<file path="src/rtl/pipe_skid_buffer_x65.sv">
// Two-entry valid/ready skid buffer feeding a 65-bit {valid, data} pipeline register wall.
// Optional stall-cycle counter is enabled by defining PIPE_SKID_STALL_CNT_EN.
module pipe_skid_buffer_x65 #(
  parameter int WIDTH = 64
) (
  input  logic             clk,
  input  logic             reset,
  input  logic             softReset,
  input  logic             in_valid,
  input  logic [WIDTH-1:0] in_data,
  output logic             in_ready,
  output logic             out_valid,
  output logic [WIDTH-1:0] out_data,
  input  logic             out_ready,
  output logic [WIDTH:0]   out_packed,
`ifdef PIPE_SKID_STALL_CNT_EN
  output logic [31:0]      stall_cycles,
`endif
  output logic [1:0]       occupancy
);

  // state | meaning
  // EMPTY | no entries; main reads 0
  // BUSY  | main holds the head word
  // FULL  | main holds the head, skid holds the next word
  typedef enum logic [1:0] {
    EMPTY = 2'd0,
    BUSY  = 2'd1,
    FULL  = 2'd2
  } state_t;

  state_t           state_q, state_d;
  logic [WIDTH-1:0] main_q, main_d;
  logic [WIDTH-1:0] skid_q, skid_d;
  logic             in_fire, out_fire;

  // Handshake outputs decode from state only, so in_ready never sees out_ready.
  assign out_valid  = (state_q != EMPTY);
  assign in_ready   = (state_q != FULL);
  assign occupancy  = state_q;
  assign out_data   = main_q;
  assign out_packed = {out_valid, main_q};

  assign in_fire  = in_valid & in_ready;
  assign out_fire = out_valid & out_ready;

  always_comb begin
    state_d = state_q;
    main_d  = main_q;
    skid_d  = skid_q;
    case (state_q)
      EMPTY: begin
        if (in_fire) begin
          main_d  = in_data;
          state_d = BUSY;
        end
      end
      BUSY: begin
        if (in_fire && out_fire) begin
          main_d = in_data;
        end else if (in_fire) begin
          skid_d  = in_data;
          state_d = FULL;
        end else if (out_fire) begin
          // Clearing main on drain keeps out_packed at zero while idle.
          main_d  = '0;
          state_d = EMPTY;
        end
      end
      FULL: begin
        if (out_fire) begin
          main_d  = skid_q;
          state_d = BUSY;
        end
      end
      default: begin
        main_d  = '0;
        skid_d  = '0;
        state_d = EMPTY;
      end
    endcase
  end

  always_ff @(posedge clk) begin
    if (reset || softReset) begin
      state_q <= EMPTY;
      main_q  <= '0;
      skid_q  <= '0;
    end else begin
      state_q <= state_d;
      main_q  <= main_d;
      skid_q  <= skid_d;
    end
  end

`ifdef PIPE_SKID_STALL_CNT_EN
  logic [31:0] stall_q, stall_d;

  // Survives softReset so flushes do not hide accumulated stall history.
  always_comb begin
    stall_d = stall_q;
    if (out_valid && !out_ready && (stall_q != 32'hFFFF_FFFF)) begin
      stall_d = stall_q + 32'd1;
    end
  end

  always_ff @(posedge clk) begin
    if (reset) begin
      stall_q <= '0;
    end else begin
      stall_q <= stall_d;
    end
  end

  assign stall_cycles = stall_q;
`endif

endmodule
</file>
<file path="config.mk">
export PLATFORM = sky130hd
export DESIGN_NAME = pipe_skid_buffer_x65
export DESIGN_NICKNAME = d
export VERILOG_FILES = /design/src/rtl/pipe_skid_buffer_x65.sv
export SDC_FILE = /design/constraint.sdc
export NUM_CORES = 1
export LEC_CHECK = 0
export ABC_CLOCK_PERIOD_IN_PS = 1900
export BUFFER_PORTS_ARGS = -buffer_cell sky130_fd_sc_hd__buf_2
export CAP_MARGIN = 10
export CORE_UTILIZATION = 49
export CTS_CLUSTER_SIZE = 8
export DETAILED_ROUTE_END_ITERATION = 8
export GPL_ROUTABILITY_DRIVEN = 0
export GPL_TIMING_DRIVEN = 0
export PLACE_DENSITY = 0.88
export SYNTH_ARGS = -nofsm -noshare
export SYNTH_HDL_FRONTEND = slang
export SYNTH_SLANG_ARGS = --single-unit
</file>
<file path="constraint.sdc">
create_clock -name clk -period 1.9 [get_ports clk]
set_input_delay 0.095 -clock clk [delete_from_list [all_inputs] [get_ports clk]]
set_output_delay 0.095 -clock clk [all_outputs]
set_load 0.03 [all_outputs]
</file>
# Yosys cells after proc, flatten, opt, wreduce, memory -nomap -nowiden
# Index checks and enable logic that the tools add are counted.
classes:
  eq_ne: 10
  mux: 14
  bitwise: 3
  reduce_logical: 8
op_table:
  columns: ["cell", "count"]
  rows:
  - ["2-to-1 mux 64 bit", 6]
  - ["one-hot mux 64 bit (3 select lines)", 1]
  - ["one-hot mux 64 bit (2 select lines)", 1]
  - ["2-to-1 mux 2 bit", 5]
  - ["inequality test 2 bit (second input constant)", 5]
  - ["inequality test 3 bit (second input constant)", 3]
  - ["AND reduction 4 bit", 2]
  - ["one-hot mux 2 bit (3 select lines)", 1]
  - ["AND reduction 3 bit", 1]
  - ["AND 1 bit", 2]
  - ["equality test 2 x 1 -> 1 bit (second input constant)", 1]
  - ["equality test 2 bit (second input constant)", 1]
  - ["logical NOT 2 bit", 1]
  - ["nonzero test 2 bit", 1]
  - ["OR reduction 2 bit", 1]
  - ["logical AND 1 bit", 1]
  - ["logical OR 1 bit", 1]
  - ["inverter 1 bit", 1]
word_totals:
  ff_bits: 130
  inputBits: 69
  elab_cells: 38

# Depth between registers and ports, before layout
depth:
  ltp_word: 6
  mapped_depth: 6
  mapped_depth_nobuf: 3

# Worst setup path after synthesis
# OpenSTA, ideal clock, no wires.
synth_timing:
  kind: "register to register"
  from: "reg state_q[0] (netlist: occupancy[0])"
  to: "reg main_q[27] (netlist: out_data[27])"
  t_arrival_ps: 1822
  required_time_ps: 1777
  slack_ps: -44
  stages_incl_launch_ff: 6
  n_path_buf: 2
  path_cell_list: "dfxtp_1 > buf_6 > nand2b_1 > o32ai_4 > buf_6 > a221o_2"
synth_via:
  elab_chain_cells: 5
  elab_cells_between_ends: 15
  cone_classes: "eq/ne: 7; mux: 2; bitwise: 2; reduce/logical: 4"
synth_lines:
  columns: ["element", "line", "source"]
  rows:
  - ["start: declaration", "32", "state_t state_q, state_d;"]
  - ["start signal: assignment", "90", "state_q <= state_d;"]
  - ["inequality test 2 bit (*)", "39", "assign in_ready = (state_q != FULL);"]
  - ["net in_ready", "11", "output logic in_ready,"]
  - ["AND 1 bit (*)", "44", "assign in_fire = in_valid & in_ready;"]
  - ["logical AND 1 bit", "59", "if (in_fire && out_fire) begin"]
  - ["inequality test 3 bit (no source line) or 2-to-1 mux 64 bit (tied branches)", null, null]
  - ["AND reduction 4 bit (no source line) or one-hot mux 64 bit (3 select lines) (tied branches)", null, null]
  - ["end signal: assignment", "91", "main_q <= main_d;"]
  - ["end: declaration", "33", "logic [WIDTH-1:0] main_q, main_d;"]
# The timed path passes the listed nets; every way through them passes the cells marked *.
# A chain may end at the register's enable or synchronous reset.

# Final worst setup path
layout_timing:
  from: "reg state_q[1] (netlist: occupancy[1])"
  to: "reg main_q[27] (netlist: out_data[27])"
layout_via:
  elab_chain_cells: 5
  elab_cells_between_ends: 15
  cone_classes: "eq/ne: 7; mux: 2; bitwise: 2; reduce/logical: 4"
layout_lines:
  columns: ["element", "line"]
  rows:
  - ["inequality test 2 bit or nonzero test 2 bit (tied branches)", "39, 38"]
  - ["AND 1 bit, on equally long branches", "44, 45"]
  - ["logical AND 1 bit", "59"]
  - ["inequality test 3 bit (no source line) or 2-to-1 mux 64 bit (tied branches)", null]
  - ["AND reduction 4 bit (no source line) or one-hot mux 64 bit (3 select lines) (tied branches)", null]
# Parallel ways exist; a longest one is shown, timed or not.

==> metrics.md <==
| Metric | Value |
|---|---|
| Total negative slack for setup checks | `0 ns` |
| Clock buffers created by TritonCTS | `17` |
| Required time at the endpoint of the critical path | `2.29 ns` |
| Share of the cycle needed by the critical path after routing | `95.1%` |
| Antenna-violating nets left | `0` |
| Critical-path maximum fanout | `10` |
| Sequential cell fraction of total power | `a little over 40%` |
| Worst Skew | `about 0.013 ns` |
| Number of non-filler instances in the completed layout | `905` |
| Crit-path slowest cell | `sky130_fd_sc_hd__dfxtp_1` |
| Library cell used as clock root buffer | `sky130_fd_sc_hd__clkbuf_8` |
| Type of the worst setup path | `register to register` |
| Top achievable clock speed | `0.553 GHz` |
| Sequential cell area | `2600 µm²` |
| Initial DRC Count | `between 300 and 400` |
| Average detailed-routed wire length per instance | `18.3 µm` |
| Area of the die | `11500 µm²` |
| Synth-to-layout area growth | `46.4%` |
| Max-slew headroom | `59.3%` |
| Relative contribution of combinational cells to total power | `a little over an eighth` |
| Origin of the worst setup path | `occupancy[1]` |
| Cell variety after synth | `27` |
| Clock latency on the worst-skew pair | `between 0.5 and 0.6 ns` |
| Launch point of the worst reg-to-reg path | `occupancy[1]` |
| Top-level I/O count | `about 200` |
| Synth Instances | `462` |
| Count of TritonRoute iterations in the first routing pass | `4` |
| Via-per-instance ratio | `5.88` |
| Tightest Pin Transition | `0.610 ns` |
| Highest cell delay on the worst timing path | `0.33 ns` |
| Average cell area after synthesis | `approximately 12 µm²` |
| Clk sink count | `130` |
| Beginning of the worst hold path | `in_data[37]` |
| Final global-route overflow total | `0` |
| Aggregate global-route resource usage | `28.5%` |
| Fin crit period | `1.81 ns` |
| Power density over the cells | `874 nW/µm²` |
| Final routed DRC violation total | `0` |
| RSZ-0062 raised after global routing | `true` |
| Worst IR drop on VDD | `0.509 mV` |
| Cell count after placement | `803` |
| Inserted Diodes | `0` |
| Largest buffer count on any clock path | `2` |
| Hold Crit Class | `input port to register` |
| Multi-input gate area | `2090 µm²` |
| Setup-failing EPs final | `0` |
| Maximum number of pins on one net before global-route repair | `17` |
| Wire length of the first global-routing pass | `25700 µm` |
| Vias | `around 5300` |
| Count of state elements after synthesis | `130` |
| Max-cap viol count | `0` |
| Cell internal pwr | `roughly 5.2 mW` |
| Cell chain of the critical path | `buf_2 -> nand2b_1 -> clkbuf_4 -> clkbuf_2 -> nor4b_1 -> a221o_2` |
| Std cell rows | `38` |
| Power share of the clock group | `46.1%` |
| Number of nets in the layout | `between 800 and 900` |
| Net count after synthesis | `531` |
| Summed instance area of the synthesized netlist | `between 5000 and 6000 µm²` |
| Crit path launch type | `register` |
| Vias in the first global route | `5148` |
| Width of the chip | `107 µm` |
| Share of total power consumed by net switching | `approximately 26%` |
| DRT Wirelength | `16500 µm` |
| Run status | `finished clean` |
| Proportion of layout cells with a drive suffix above 1 | `52.3%` |
| Number of H-tree levels | `4` |
| Highest-count cells in the layout ignoring fill and taps | `218 x sky130_fd_sc_hd__buf_2, 130 x sky130_fd_sc_hd__dfxtp_1, 68 x sky130_fd_sc_hd__buf_4, 67 x sky130_fd_sc_hd__dlygate4sd3_1` |
| Leakage dissipation | `about 3.6 nW` |
| Initial standard-cell utilization of the core | `50.3%` |
| Y dimension of the die | `107 µm` |
| Sum of net half-perimeters after detailed placement | `10400 µm` |
| Final Hold Viols | `0` |
| Clock-pin slew of the registers on the worst-case setup and hold paths | `0.06 ns` |
| Max-slew violation count | `0` |
| Port Buffer Count | `201` |
| Most common library cell in the layout ignoring fill and taps | `sky130_fd_sc_hd__buf_2` |
| CTS tree | `yes` |
| Total of fill cells in the finished design | `~730` |
| Sequential cell area fraction in the yosys report | `47.8%` |
| Number of antenna violations at the first check in global routing | `0` |
| Total power | `between 6 and 7 mW` |
| Core region area | `10800 µm²` |
| CP Data Arrival Time | `2.19 ns` |
| Psw | `1.81 mW` |
| Yosys warns | `0` |
| Element type at the critical path end | `register` |
[layer usage]
metal / global-route usage [%] / wire length (µm) / vias to the layer above
met5: 0 / 0 / -
met4: 11.1 / 355 / 0
met3: 4.84 / 1040 / 35
met2: 50.0 / 8400 / 263
met1: 34.6 / 6760 / 2612
li1: - / - / 2409
[flip-flops by register name, summed over array words and instances, names as in the netlist]
name / count
skid_q: 64
out_data: 64
occupancy: 2
[critical path: cells and delay by family, from the launching register on]
family,cells,cell delay [ns]
DFF,1,0.33
and+or+nand+nor,2,0.28
buffers and inverters,3,0.76
AOI/OAI and AO/OA,1,0.31
[cell families (layout without fill, tap and decap cells)]
group | count (synthesis) | count (layout) | synth area share, %
and+or+nand+nor | 75 | 75 | 11.6
DFF | 130 | 130 | 47.8
muxes | 2 | 2 | 0.459
buffers and inverters | 122 | 425 | 14.2
AOI/OAI and AO/OA | 133 | 133 | 26.0
[final timing paths]
| kind | cells past startpoint | to | slack (ns) |
|---|---|---|---|
| max | 6 | out_data[27] | 0.09 |
| min | 3 | skid_q[37] | 0.37 |
| max reg2reg | 6 | out_data[27] | 0.09 |
| min reg2reg | 1 | skid_q[24] | 0.47 |
[stage by stage]
step           setup WS, ns  utilization (%)  hold WS [ns]  instance area [µm²]
3_5_place_dp        -0.0994             61.2         0.350                 6630
3_3_place_gp        -0.0600             61.2         0.343                 6630
5_1_grt             -0.0189             73.6         0.377                 7980
6_report             0.0931             73.6         0.374                 7980
2_1_floorplan        0.0675                -         0.249                 5450
4_1_cts            0.000377             73.2         0.303                 7940
[final cells by class]
cell class / instances / area share [%]
Tap cell: 140 / 2.19
Clock buffer: 21 / 5.75
Sequential cell: 130 / 32.6
Multi-Input combinational cell: 210 / 26.2
Clock inverter: 11 / 1.60
Buffer: 121 / 9.97
Timing Repair Buffer: 272 / 21.7
[power groups by stage]
stage / clock (mW) / sequential, mW / combinational (mW)
after floorplan: 0 / 2.98 / 0.424
after global placement: 0 / 2.89 / 0.766
after detailed placement: 0 / 2.89 / 0.785
after CTS: 3.23 / 2.83 / 0.905
after global routing: 3.37 / 2.84 / 0.980
final: 3.21 / 2.83 / 0.930
[cell usage after synthesis]
cell type | instances | area, µm²
sky130_fd_sc_hd__mux2i_1 | 1 | 10.0
sky130_fd_sc_hd__buf_4 | 65 | 488
sky130_fd_sc_hd__nor3b_1 | 1 | 7.51
sky130_fd_sc_hd__mux2_4 | 1 | 15.0
sky130_fd_sc_hd__nand3b_1 | 1 | 7.51
sky130_fd_sc_hd__buf_1 | 6 | 22.5
sky130_fd_sc_hd__o31ai_1 | 1 | 7.51
sky130_fd_sc_hd__o32ai_4 | 1 | 27.5
sky130_fd_sc_hd__dfxtp_1 | 130 | 2600
sky130_fd_sc_hd__a32o_1 | 64 | 641
sky130_fd_sc_hd__a211o_1 | 1 | 8.76
sky130_fd_sc_hd__and4b_1 | 1 | 10.0
sky130_fd_sc_hd__clkbuf_1 | 27 | 101
sky130_fd_sc_hd__a221o_1 | 7 | 70.1
sky130_fd_sc_hd__nand2_1 | 1 | 3.75
sky130_fd_sc_hd__or2_2 | 1 | 6.26
sky130_fd_sc_hd__a221oi_2 | 1 | 15.0
sky130_fd_sc_hd__buf_6 | 7 | 78.8
sky130_fd_sc_hd__a21oi_1 | 1 | 5.00
sky130_fd_sc_hd__or2_1 | 1 | 6.26
sky130_fd_sc_hd__a221o_2 | 57 | 642
sky130_fd_sc_hd__or3_1 | 1 | 6.26
sky130_fd_sc_hd__nand2b_1 | 2 | 12.5
sky130_fd_sc_hd__nor2b_1 | 1 | 6.26
sky130_fd_sc_hd__nor2_1 | 1 | 3.75
sky130_fd_sc_hd__buf_2 | 17 | 85.1
sky130_fd_sc_hd__nor4b_1 | 64 | 561
[timing repair]
item / CTS / global route
hold buffers: 67 / 0
hold endpoints to repair: 66 / 0
resized for setup: 9 / 11
setup endpoints to repair: 120 / 111
setup buffers: 2 / 2
pin swaps: 1 / 0
Power figures use the tool's default switching activity.
